**src/rtl/out_channel_pkg.sv**
```systemverilog
// Shared types for the out-channel drain stage: data word and FSM state encoding.
package out_channel_pkg;

   localparam int unsigned DefaultWordWidth = 12;

   typedef logic [DefaultWordWidth-1:0] word_t;

   typedef logic [1:0] state_t;

   localparam state_t RUN   = 2'd0;
   localparam state_t FLUSH = 2'd1;
   localparam state_t DONE  = 2'd2;

endpackage

```
**src/rtl/out_fifo.sv**
```systemverilog
// Circular word buffer of arbitrary depth; the read port is a plain read of storage at rd_ptr.
module out_fifo #(
   parameter int unsigned Width = 12,
   parameter int unsigned Depth = 3,
   localparam int unsigned PtrWidth = (Depth > 1) ? $clog2(Depth) : 1,
   localparam int unsigned CountWidth = $clog2(Depth + 1)
) (
   input  logic                  clock,
   input  logic                  resetN,
   input  logic                  push,
   input  logic                  pop,
   input  logic [Width-1:0]      wr_data,
   output logic [Width-1:0]      rd_data,
   output logic [CountWidth-1:0] count,
   output logic                  full,
   output logic                  empty
);

   logic [Width-1:0]    mem [Depth];
   logic [PtrWidth-1:0] wr_ptr;
   logic [PtrWidth-1:0] rd_ptr;
   logic                do_push;
   logic                do_pop;

   // Depth need not be a power of two, so wrap explicitly at the last slot.
   function automatic logic [PtrWidth-1:0] next_ptr(input logic [PtrWidth-1:0] ptr);
      return (ptr == PtrWidth'(Depth - 1)) ? '0 : ptr + 1'b1;
   endfunction

   assign full    = (count == CountWidth'(Depth));
   assign empty   = (count == '0);
   assign do_push = push && !full;
   assign do_pop  = pop && !empty;
   assign rd_data = mem[rd_ptr];

   always_ff @(posedge clock) begin
      if (do_push) begin
         mem[wr_ptr] <= wr_data;
      end
   end

   always_ff @(posedge clock) begin
      if (!resetN) begin
         wr_ptr <= '0;
         rd_ptr <= '0;
         count  <= '0;
      end else begin
         if (do_push) begin
            wr_ptr <= next_ptr(wr_ptr);
         end
         if (do_pop) begin
            rd_ptr <= next_ptr(rd_ptr);
         end
         if (do_push && !do_pop) begin
            count <= count + 1'b1;
         end else if (do_pop && !do_push) begin
            count <= count - 1'b1;
         end
      end
   end

endmodule

```
**src/rtl/out_channel_drain.sv**
```systemverilog
// Buffers out-instruction words and drains them to a consumer, then reports completion.
// Defining OUT_CHECK_EN compares each drained word against the compiled-in Expected vector.
module out_channel_drain
   import out_channel_pkg::*;
#(
   parameter int unsigned MemoryElementWidth = DefaultWordWidth,
   parameter int unsigned NOut = 3,
   parameter int unsigned NExpected = 3,
   parameter logic [NExpected*MemoryElementWidth-1:0] Expected = '0,
   localparam int unsigned CountWidth = $clog2(NOut + 1)
) (
   input  logic                          clock,
   input  logic                          resetN,
   input  logic                          outValid,
   input  logic [MemoryElementWidth-1:0] outData,
   output logic                          outReady,
   input  logic                          programDone,
   output logic                          drainValid,
   output logic [MemoryElementWidth-1:0] drainData,
   input  logic                          drainReady,
   output logic [CountWidth-1:0]         count,
   output logic                          overflow,
   output logic                          finished,
   output logic                          success
);

   localparam int unsigned DrainedWidth = $clog2(NExpected + 2);

   state_t                  state;
   state_t                  next_state;
   logic                    full;
   logic                    empty;
   logic                    push;
   logic                    pop;
   logic                    mismatch;
   logic [DrainedWidth-1:0] drained_count;

   out_fifo #(
      .Width (MemoryElementWidth),
      .Depth (NOut)
   ) fifo (
      .clock   (clock),
      .resetN  (resetN),
      .push    (push),
      .pop     (pop),
      .wr_data (outData),
      .rd_data (drainData),
      .count   (count),
      .full    (full),
      .empty   (empty)
   );

   // Handshake outputs come only from registered state, never from outValid/drainReady.
   assign outReady   = (state == RUN) && !full;
   assign drainValid = (state != DONE) && !empty;
   assign push       = outValid && outReady;
   assign pop        = drainValid && drainReady;
   assign finished   = (state == DONE);
   assign success    = finished && !overflow && !mismatch &&
                       (drained_count == DrainedWidth'(NExpected));

   always_comb begin
      next_state = state;
      case (state)
         RUN:     if (programDone) next_state = FLUSH;
         FLUSH:   if (count == '0) next_state = DONE;
         DONE:    next_state = DONE;
         default: next_state = RUN;
      endcase
   end

   always_ff @(posedge clock) begin
      if (!resetN) begin
         state         <= RUN;
         overflow      <= 1'b0;
         drained_count <= '0;
      end else begin
         state <= next_state;
         if (outValid && !outReady) begin
            overflow <= 1'b1;
         end
         if (pop && (drained_count != DrainedWidth'(NExpected + 1))) begin
            drained_count <= drained_count + 1'b1;
         end
      end
   end

`ifdef OUT_CHECK_EN
   logic [MemoryElementWidth-1:0] expected_head;

   always_comb begin
      expected_head = '0;
      for (int k = 0; k < int'(NExpected); k++) begin
         if (drained_count == DrainedWidth'(k)) begin
            expected_head = Expected[k*MemoryElementWidth +: MemoryElementWidth];
         end
      end
   end

   // Any pop beyond the expected program length is itself a mismatch.
   always_ff @(posedge clock) begin
      if (!resetN) begin
         mismatch <= 1'b0;
      end else if (pop) begin
         if (drained_count >= DrainedWidth'(NExpected)) begin
            mismatch <= 1'b1;
         end else if (drainData != expected_head) begin
            mismatch <= 1'b1;
         end
      end
   end
`else
   logic unused_expected;

   assign mismatch        = 1'b0;
   assign unused_expected = ^Expected;
`endif

endmodule

```
**config.mk**
```make
export PLATFORM = sky130hd
export DESIGN_NAME = out_channel_drain
export DESIGN_NICKNAME = d
export VERILOG_FILES = /design/src/rtl/out_channel_pkg.sv /design/src/rtl/out_fifo.sv /design/src/rtl/out_channel_drain.sv
export SDC_FILE = /design/constraint.sdc
export NUM_CORES = 1
export LEC_CHECK = 0
export CORE_MARGIN = 1.5
export CORE_UTILIZATION = 54
export CTS_BUF_LIST = sky130_fd_sc_hd__clkbuf_4 sky130_fd_sc_hd__clkbuf_8
export CTS_CLUSTER_DIAMETER = 200
export DETAILED_ROUTE_END_ITERATION = 6
export PLACE_DENSITY = 0.81
export SYNTH_ARGS = -nofsm -noshare
export SYNTH_HDL_FRONTEND = slang
export SYNTH_SLANG_ARGS = --single-unit
```
**constraint.sdc**
```tcl
create_clock -name clock -period 3.12 [get_ports clock]
set_clock_uncertainty 0.1 [all_clocks]
set_input_delay 0.78 -clock clock [delete_from_list [all_inputs] [get_ports clock]]
set_output_delay 0.78 -clock clock [all_outputs]
set_load 0.02 [all_outputs]
```
# --- Yosys cells after proc, flatten, opt, wreduce, memory -nomap -nowiden ---
# Memory sizes are Yosys's and may differ from the RTL's. A register that Yosys moved wholly into a read port is not among the register bits.
# Cells that the tools add are included.
op_classes:
  add_sub_neg: 5
  n_eq_ne: 10
  mux: 11
  n_reduce_logical: 22
op_table:
  columns: ["operator", "count"]
  rows:
  - ["2-bit two-way mux", 8]
  - ["1-bit logical AND", 12]
  - ["2-bit equality test (second input constant)", 4]
  - ["2-bit by 1-bit adder with 2-bit output (second input constant)", 3]
  - ["1-bit zero test", 6]
  - ["2-bit one-hot mux with 3 select lines", 1]
  - ["2-bit zero test", 2]
  - ["2-bit != test (second input constant)", 2]
  - ["3-bit by 1-bit adder with 3-bit output (second input constant)", 1]
  - ["3-bit by 2-bit equality test with 1-bit output (second input constant)", 1]
  - ["3-bit != test (second input constant)", 1]
  - ["2-bit by 1-bit equality test with 1-bit output (second input constant)", 1]
  - ["1-bit two-way mux", 2]
  - ["2-bit by 1-bit != test with 1-bit output (second input constant)", 1]
  - ["2-bit AND reduction", 1]
  - ["2-bit nonzero test", 1]
  - ["2-bit by 1-bit subtractor with 2-bit output (second input constant)", 1]
totals:
  reg_bits: 12
  mem_bits_rw: 36
  input_bits: 17
  out_inout_bits: 19
  memories: 1
memory_table:
  columns: ["name", "depth", "word_bits", "rd", "rd_ports_with_merged_regs", "wr", "line", "text"]
  rows:
  - ["fifo.mem", 3, 12, 1, 1, 1, "out_fifo.sv:19", "logic [Width-1:0] mem [Depth];"]

# --- Logic depth before layout (Yosys ltp) ---
# Gate-level depths: netlist of run 1.
logic_depth:
  ltp_word: 9
  ltp_mapped: 9
  mapped_depth_nobuf: 9

# --- Cells and area by module ---
# From an unflattened synthesis of run 1, not the netlist that was laid out.
unflattened:
  cells_unflattened: 156
  hier_area_um2: 2068.2
modules_own_cells:
  columns: ["mod", "n_inst", "cells_per_inst", "area_per_inst_um2", "seq_area_each_um2"]
  rows:
  - ["out_fifo", 1, 108, 1665.3, 1241.2]
  - ["out_channel_drain", 1, 48, 402.9, 120.1]

# --- Worst setup path before layout of run 1 ---
# No wires, ideal clock.
synth_path:
  path_type: "flip-flop to flip-flop"
  start: "reg state[0]"
  end: "mem fifo.mem[2][0] (enable)"
  setup_time_ps: 399
  arrival_time_ps: 2436
  required_time_ps: 2621
  path_slack_ps: 185
  path_stages_with_launch: 6
  n_path_buf: 0
  period_less_slack_ps: 2935
  cell_sequence: "dfxtp_1 inv_1 ha_1 a21boi_0 nand2_2 nor3b_1"
synth_between:
  elab_chain_cells: 6
synth_lines:
  columns: ["item", "line", "text"]
  rows:
  - ["start: declaration", "out_channel_drain.sv:29", "state_t state;"]
  - ["start signal: assignment", "out_channel_drain.sv:78", "state <= next_state;"]
  - ["2-bit zero test", "out_channel_drain.sv:54", "assign outReady = (state == RUN) && !full;"]
  - ["1-bit logical AND", "out_channel_drain.sv:54", null]
  - ["via outReady", "out_channel_drain.sv:16", "output logic outReady,"]
  - ["1-bit logical AND", "out_channel_drain.sv:56", "assign push = outValid && outReady;"]
  - ["1-bit logical AND", "out_fifo.sv:32", "assign do_push = push && !full;"]
  - ["1-bit two-way mux", "out_fifo.sv:37", "if (do_push) begin"]
  - ["1-bit two-way mux (not written as such)", "out_fifo.sv:38", "mem[wr_ptr] <= wr_data;"]
  - ["end: declaration", "out_fifo.sv:19", null]
# The timed path passes the listed nets, and every way through them passes these cells.

==> reports/results.ini, run 1 <==
[status]
outcome=completed

[critical_path]
path_max_fanout=24
worstSetupEndpointType=primary output
crit_type=reg2out
r2r-start=state[0]
reg2reg_to=fifo.count[1]
crit_arrival_ns=2.00
r2r_slack_ns=0.91
worst_ep_required_time_ns=2.24
r2r_cells=8
worstSetupStartpointType=register

[sta]
period_needed_ns=2.88
finalHoldViolCount=0
slew_headroom_pct=51.8
timing.fmax_mhz=347
rsz0062_at_grt=false
maxSlewViolCount=0
setup_viol=0
worst_pin_slew_ns=0.722
min_period_over_period_pct=92.4
layout_setup_ws_ns=0.237
setup_tns_ns=0

[layout]
fill_cells=254
fin_nets=224
register_area_um2=1360
finalInstanceArea_um2=2600
syn_to_final_growth_pct=26.9
n_antenna_cell=0
layout-drive-gt1-share_pct=8.00
multi_input_area_um2=643

[logic_synthesis]
synth_area_per_cell_um2=13.0
netlist-cell-type-count=29
synth-seq-cells=50
synth_area_um2=2050
syn_nets=183
yosys_warnings=0
netlist_instances=158
synth_seq_area_share_pct=66.5

[grt]
grt_pass1_wl_um=5830
first_global_vias=1338
antenna_found_initial=0
grt.total_usage_pct=18.9
grt_overflow=0
grt_max_degree=25

[hold_path]
worstHoldStart=state[0]
hold_class=reg2reg
min_path_cells=2
hold_path_end=state[0]

[route]
drc=0
drt-vias-per-instance=5.10
drtPass1Iterations=4
vias=1266
drt-wirelength-per-cell_um=13.9
drt_iter0_markers=49
ant_nets=0
wl_um=3450

[place]
place_ws_ns=0.527
post_dp_cell_area_um2=2480
port_buffers=35
place_congestion=0.762
dpl.hpwl_um=2320

[clock_network]
cts.sinks=50
cts_resized=0
postCtsHoldBufs=0
cts_setup_buffers=0
cts_root_buf=clkbuf_8
clk_pin_slew_ns=0.09
cts_buffer_depth=2
cts_buffers=5
cts_tree=done
clock_latency_ns=0.30
cts_max_level=2

[pwr]
p_leak_nw=0.933
ir_drop_v=0.000496
power.density_nw_per_um2=850

[die]
die_w_um=64.6
core_area_um2=3660
start_util_pct=55.9
ios=36
std_cell_rows=22
die_h_um=64.6
dieArea_um2=4170

[run]
cap_violations=0

[critical path, cell delays in order (launching register included)]
cell and delay (ns):
dfxtp_1 0.79, nand2_1 0.12, o21ai_0 0.14, clkdlybuf4s50_1 0.65
[placed cells by master, fill, tap and decap left out, drive strengths merged]
cell	instances
a21oi	1
mux2i	18
nand4b	1
ha	8
bufinv	1
clkdlybuf4s50	35
o21ai	15
and2	1
nor3b	2
nor3	2
o21bai	1
inv	12
and2b	1
nor2	2
a21boi	4
clkbuf	5
nand3	1
o32ai	1
nand3b	1
edfxtp	36
xor2	1
nand2	28
dfxtp	14
or3	1
or4	1
xnor2	1
o21a	2
buf	4
[Yosys cell counts]
library cell	number	area (µm²)
a21boi_0	3	22.5
a21boi_1	1	7.51
a21oi_1	1	5.00
and2_1	1	6.26
and2b_1	1	7.51
buf_1	1	3.75
buf_2	2	10.0
clkbuf_1	2	7.51
dfxtp_1	14	280
edfxtp_1	36	1080
ha_1	8	100
inv_1	10	37.5
mux2i_1	18	180
nand2_1	27	101
nand2_2	1	6.26
nand3_1	1	5.00
nand3b_1	1	7.51
nand4b_1	1	8.76
nor2_1	2	7.51
nor3_1	2	10.0
nor3b_1	2	15.0
o21a_1	2	15.0
o21ai_0	15	75.1
o21bai_1	1	7.51
o32ai_1	1	8.76
or3_1	1	6.26
or4_1	1	7.51
xnor2_1	1	8.76
xor2_1	1	8.76
[kinds of logic (layout without fill, tap and decap cells)]
family,Yosys count,in the layout,share of synthesized area (%)
AOI/OAI and AO/OA,24,24,6.90
xor gates and xnor gates,2,2,0.855
adders and majority gates,8,8,4.89
buffers and inverters,15,57,2.87
DFF,50,50,66.5
muxes,18,18,8.80
and+or+nand+nor,41,41,9.23
[metal layers]
layer,vias to the layer above,GRT usage (%),routed length [µm]
met4,0,10.1,15
met2,33,32.0,1840
met5,-,0,0
met1,593,22.4,1460
met3,2,4.34,136
li1,638,-,-
[sequential cells by signal (all words and copies together) (netlist names), named ones only]
| name | cells |
|---|---|
| fifo.rd_ptr | 2 |
| fifo.wr_ptr | 2 |
| fifo.mem | 36 |
| drained_count | 3 |
| state | 2 |
| overflow | 1 |
| fifo.count | 2 |
[worst max path at each step]
stage | startpoint | endpoint | slack (ns) | cells past startpoint
finish | register | drainData[8] | 0.24 | 3
global route | register | drainData[11] | 0.04 | 3
CTS | register | drainData[8] | 0.18 | 3
detailed placement | register | drainData[8] | 0.53 | 3
global placement | register | drainData[4] | 0.63 | 3
floorplan | state[0] | fifo.mem[2][0] | 0.18 | 5
[report_power, final]
group	total, mW	leakage (nW)	switching, mW	internal, mW
sequential	0.931	0.444	0.0742	0.857
combinational	0.828	0.430	0.443	0.386
clock	0.450	0.0591	0.206	0.244
[final cells by class]
cell class                 count  area share (%)
clock buffer                   5            2.65
clock inverter                 3            1.83
inverter                      10            1.44
multi-input combinational     93            24.7
sequential                    50            52.4
tap                           48            2.31
timing repair buffer          39            14.6
[through the flow]
| step | hold slack, ns | std cells | utilization (%) | power, mW |
|---|---|---|---|---|
| finish | 0.388 | 248 | 71.0 | 2.21 |
| global route | 0.416 | 248 | 71.0 | 2.34 |
| CTS | 0.395 | 248 | 71.0 | 2.24 |
| detailed placement | 0.379 | 240 | 67.8 | 1.78 |
| global placement | 0.361 | 240 | 67.8 | 1.74 |
| floorplan | 0.351 | 158 | - | 1.42 |
No activity file was read; power rests on OpenSTA's default activity.
==> run 2: changes to the inputs <==
Settings changed: PLACE_DENSITY 0.81 to 0.82.
==> reports/results.ini, run 2 (same netlist as run 1, synthesis figures left out) <==
[status]
outcome=completed

[critical_path]
worstSetupEndpointType=primary output
worstSetupStartpointType=register
crit_arrival_ns=2.00
cp_slowest_stage_delay_ns=0.62
path_max_fanout=5
crit_top_cell=inv_1
timing.critical_path.cells=inv_1 > ha_1 > o21bai_1 > inv_1 > clkdlybuf4s50_1
worst_ep_required_time_ns=2.24
crit_type=reg2out
slowest_stage=clkdlybuf4s50_1

[layout]
top_register=fifo.mem
reg.largest.list=fifo.mem x36, drained_count x3
layout-drive-gt1-share_pct=7.96
fill_cells=257
layout_commonest_cell=edfxtp_1
finalInstanceArea_um2=2570
multi_input_area_um2=643
n_antenna_cell=0
register_area_um2=1360
fin_nets=225
layout_common_cells=36 x edfxtp_1, 35 x clkdlybuf4s50_1, 27 x nand2_1, 18 x mux2i_1, 15 x o21ai_0
syn_to_final_growth_pct=25.7
largest_reg_flops=36

[place]
post_dp_cell_area_um2=2490
port_buffers=35
place_congestion=0.734
dpl.hpwl_um=2740

[die]
start_util_pct=55.9
core_area_um2=3660
ios=36
die_h_um=64.6
std_cell_rows=22
dieArea_um2=4170
die_w_um=64.6

[clock_network]
clock_latency_ns=0.30
cts_buffer_depth=2
postCtsHoldBufs=0
cts.sinks=50
cts_setup_buffers=0
cts_tree=done
cts_buffers=5
cts_root_buf=clkbuf_8
cts_max_level=2
cts_resized=0
clk_pin_slew_ns=0.08

[grt]
grt_pass1_wl_um=6200
grt.total_usage_pct=20.6
grt_max_degree=25
first_global_vias=1344
antenna_found_initial=0
grt_overflow=0

[sta]
period_needed_ns=2.88
slew_headroom_pct=59.6
timing.fmax_mhz=347
min_period_over_period_pct=92.4
worst_pin_slew_ns=0.604
setup_viol=0
maxSlewViolCount=0
finalHoldViolCount=0
rsz0062_at_grt=false
setup_tns_ns=0

[route]
drc=0
highest_layer=met4
met1Wirelength_um=1490
ant_nets=0
met3WireLength_um=128
vias=1317
drt_iter0_markers=59
wl_um=3800
wl_met2_um=2090
drt-vias-per-instance=5.29
drt-wirelength-per-cell_um=15.2
drtPass1Iterations=4

[hold_path]
hold_class=reg2reg

[pwr]
power.density_nw_per_um2=826
ir_drop_v=0.000482
p_seq_share_pct=44.0
p_leak_nw=0.921
clockPowerShare_pct=16.7
internal-power_mw=1.40
p_switching_uw=728
swShare_pct=34.2
combPwrFrac_pct=39.3

[run]
cap_violations=0

run 2: changes by cell type in the layout (fill, tap and decap cells not counted):
cell	change
inv_6	-2
buf_4	+1
bufinv_16	-1
clkinv_1	+1
clkinv_2	+1
clkinvlp_4	+1
run 2: path summary, 6_finish.rpt:
path                               start       endpoint  slack [ns]  cells past startpoint
worst max-delay path            state[0]     drainValid        0.24                      5
worst max register to register  state[0]  fifo.count[1]        0.78                      8
worst min-delay path            state[1]       state[1]        0.39                      2
worst min register to register  state[1]       state[1]        0.39                      2
run 2: area by class of cell:
type,count,share of cell area [%]
repair buffers,40,15.1
well taps,48,2.33
inverters,10,1.46
multi-input cells,93,25.0
clock buffers,5,2.67
flip-flops and latches,50,52.9
clock inverters,3,0.632
run 2: worst max-delay path: cells and delay by family, from the launching register on:
kind	cells	cell delay (ns)
buffers and inverters	3	0.87
adder cells (fa/ha/maj)	1	0.24
flip-flops	1	0.37
AO/OA/AOI/OAI	1	0.23
run 2: metal layers:
metal | vias up | track usage [%]
li1 | 640 | -
met1 | 638 | 23.1
met2 | 32 | 36.3
met3 | 7 | 4.34
met4 | 0 | 11.7
met5 | - | 0
run 2: power by group through the flow:
stage	clock, mW	combinational (mW)	sequential, mW
finish	0.356	0.835	0.936
global route	0.396	0.913	0.952
CTS	0.366	0.844	0.938
detailed placement	0	0.839	0.952
global placement	0	0.800	0.938
floorplan	0	0.477	0.945
run 2: metrics by stage:
stage | cells | util [%] | total power [mW] | setup slack [ns] | hold slack [ns]
finish | 249 | 70.3 | 2.13 | 0.237 | 0.391
global route | 249 | 70.3 | 2.26 | 0.134 | 0.411
CTS | 249 | 70.3 | 2.15 | 0.220 | 0.387
detailed placement | 241 | 68.0 | 1.79 | 0.564 | 0.375
global placement | 241 | 68.0 | 1.74 | 0.637 | 0.359
floorplan | 158 | - | 1.42 | 0.185 | 0.351
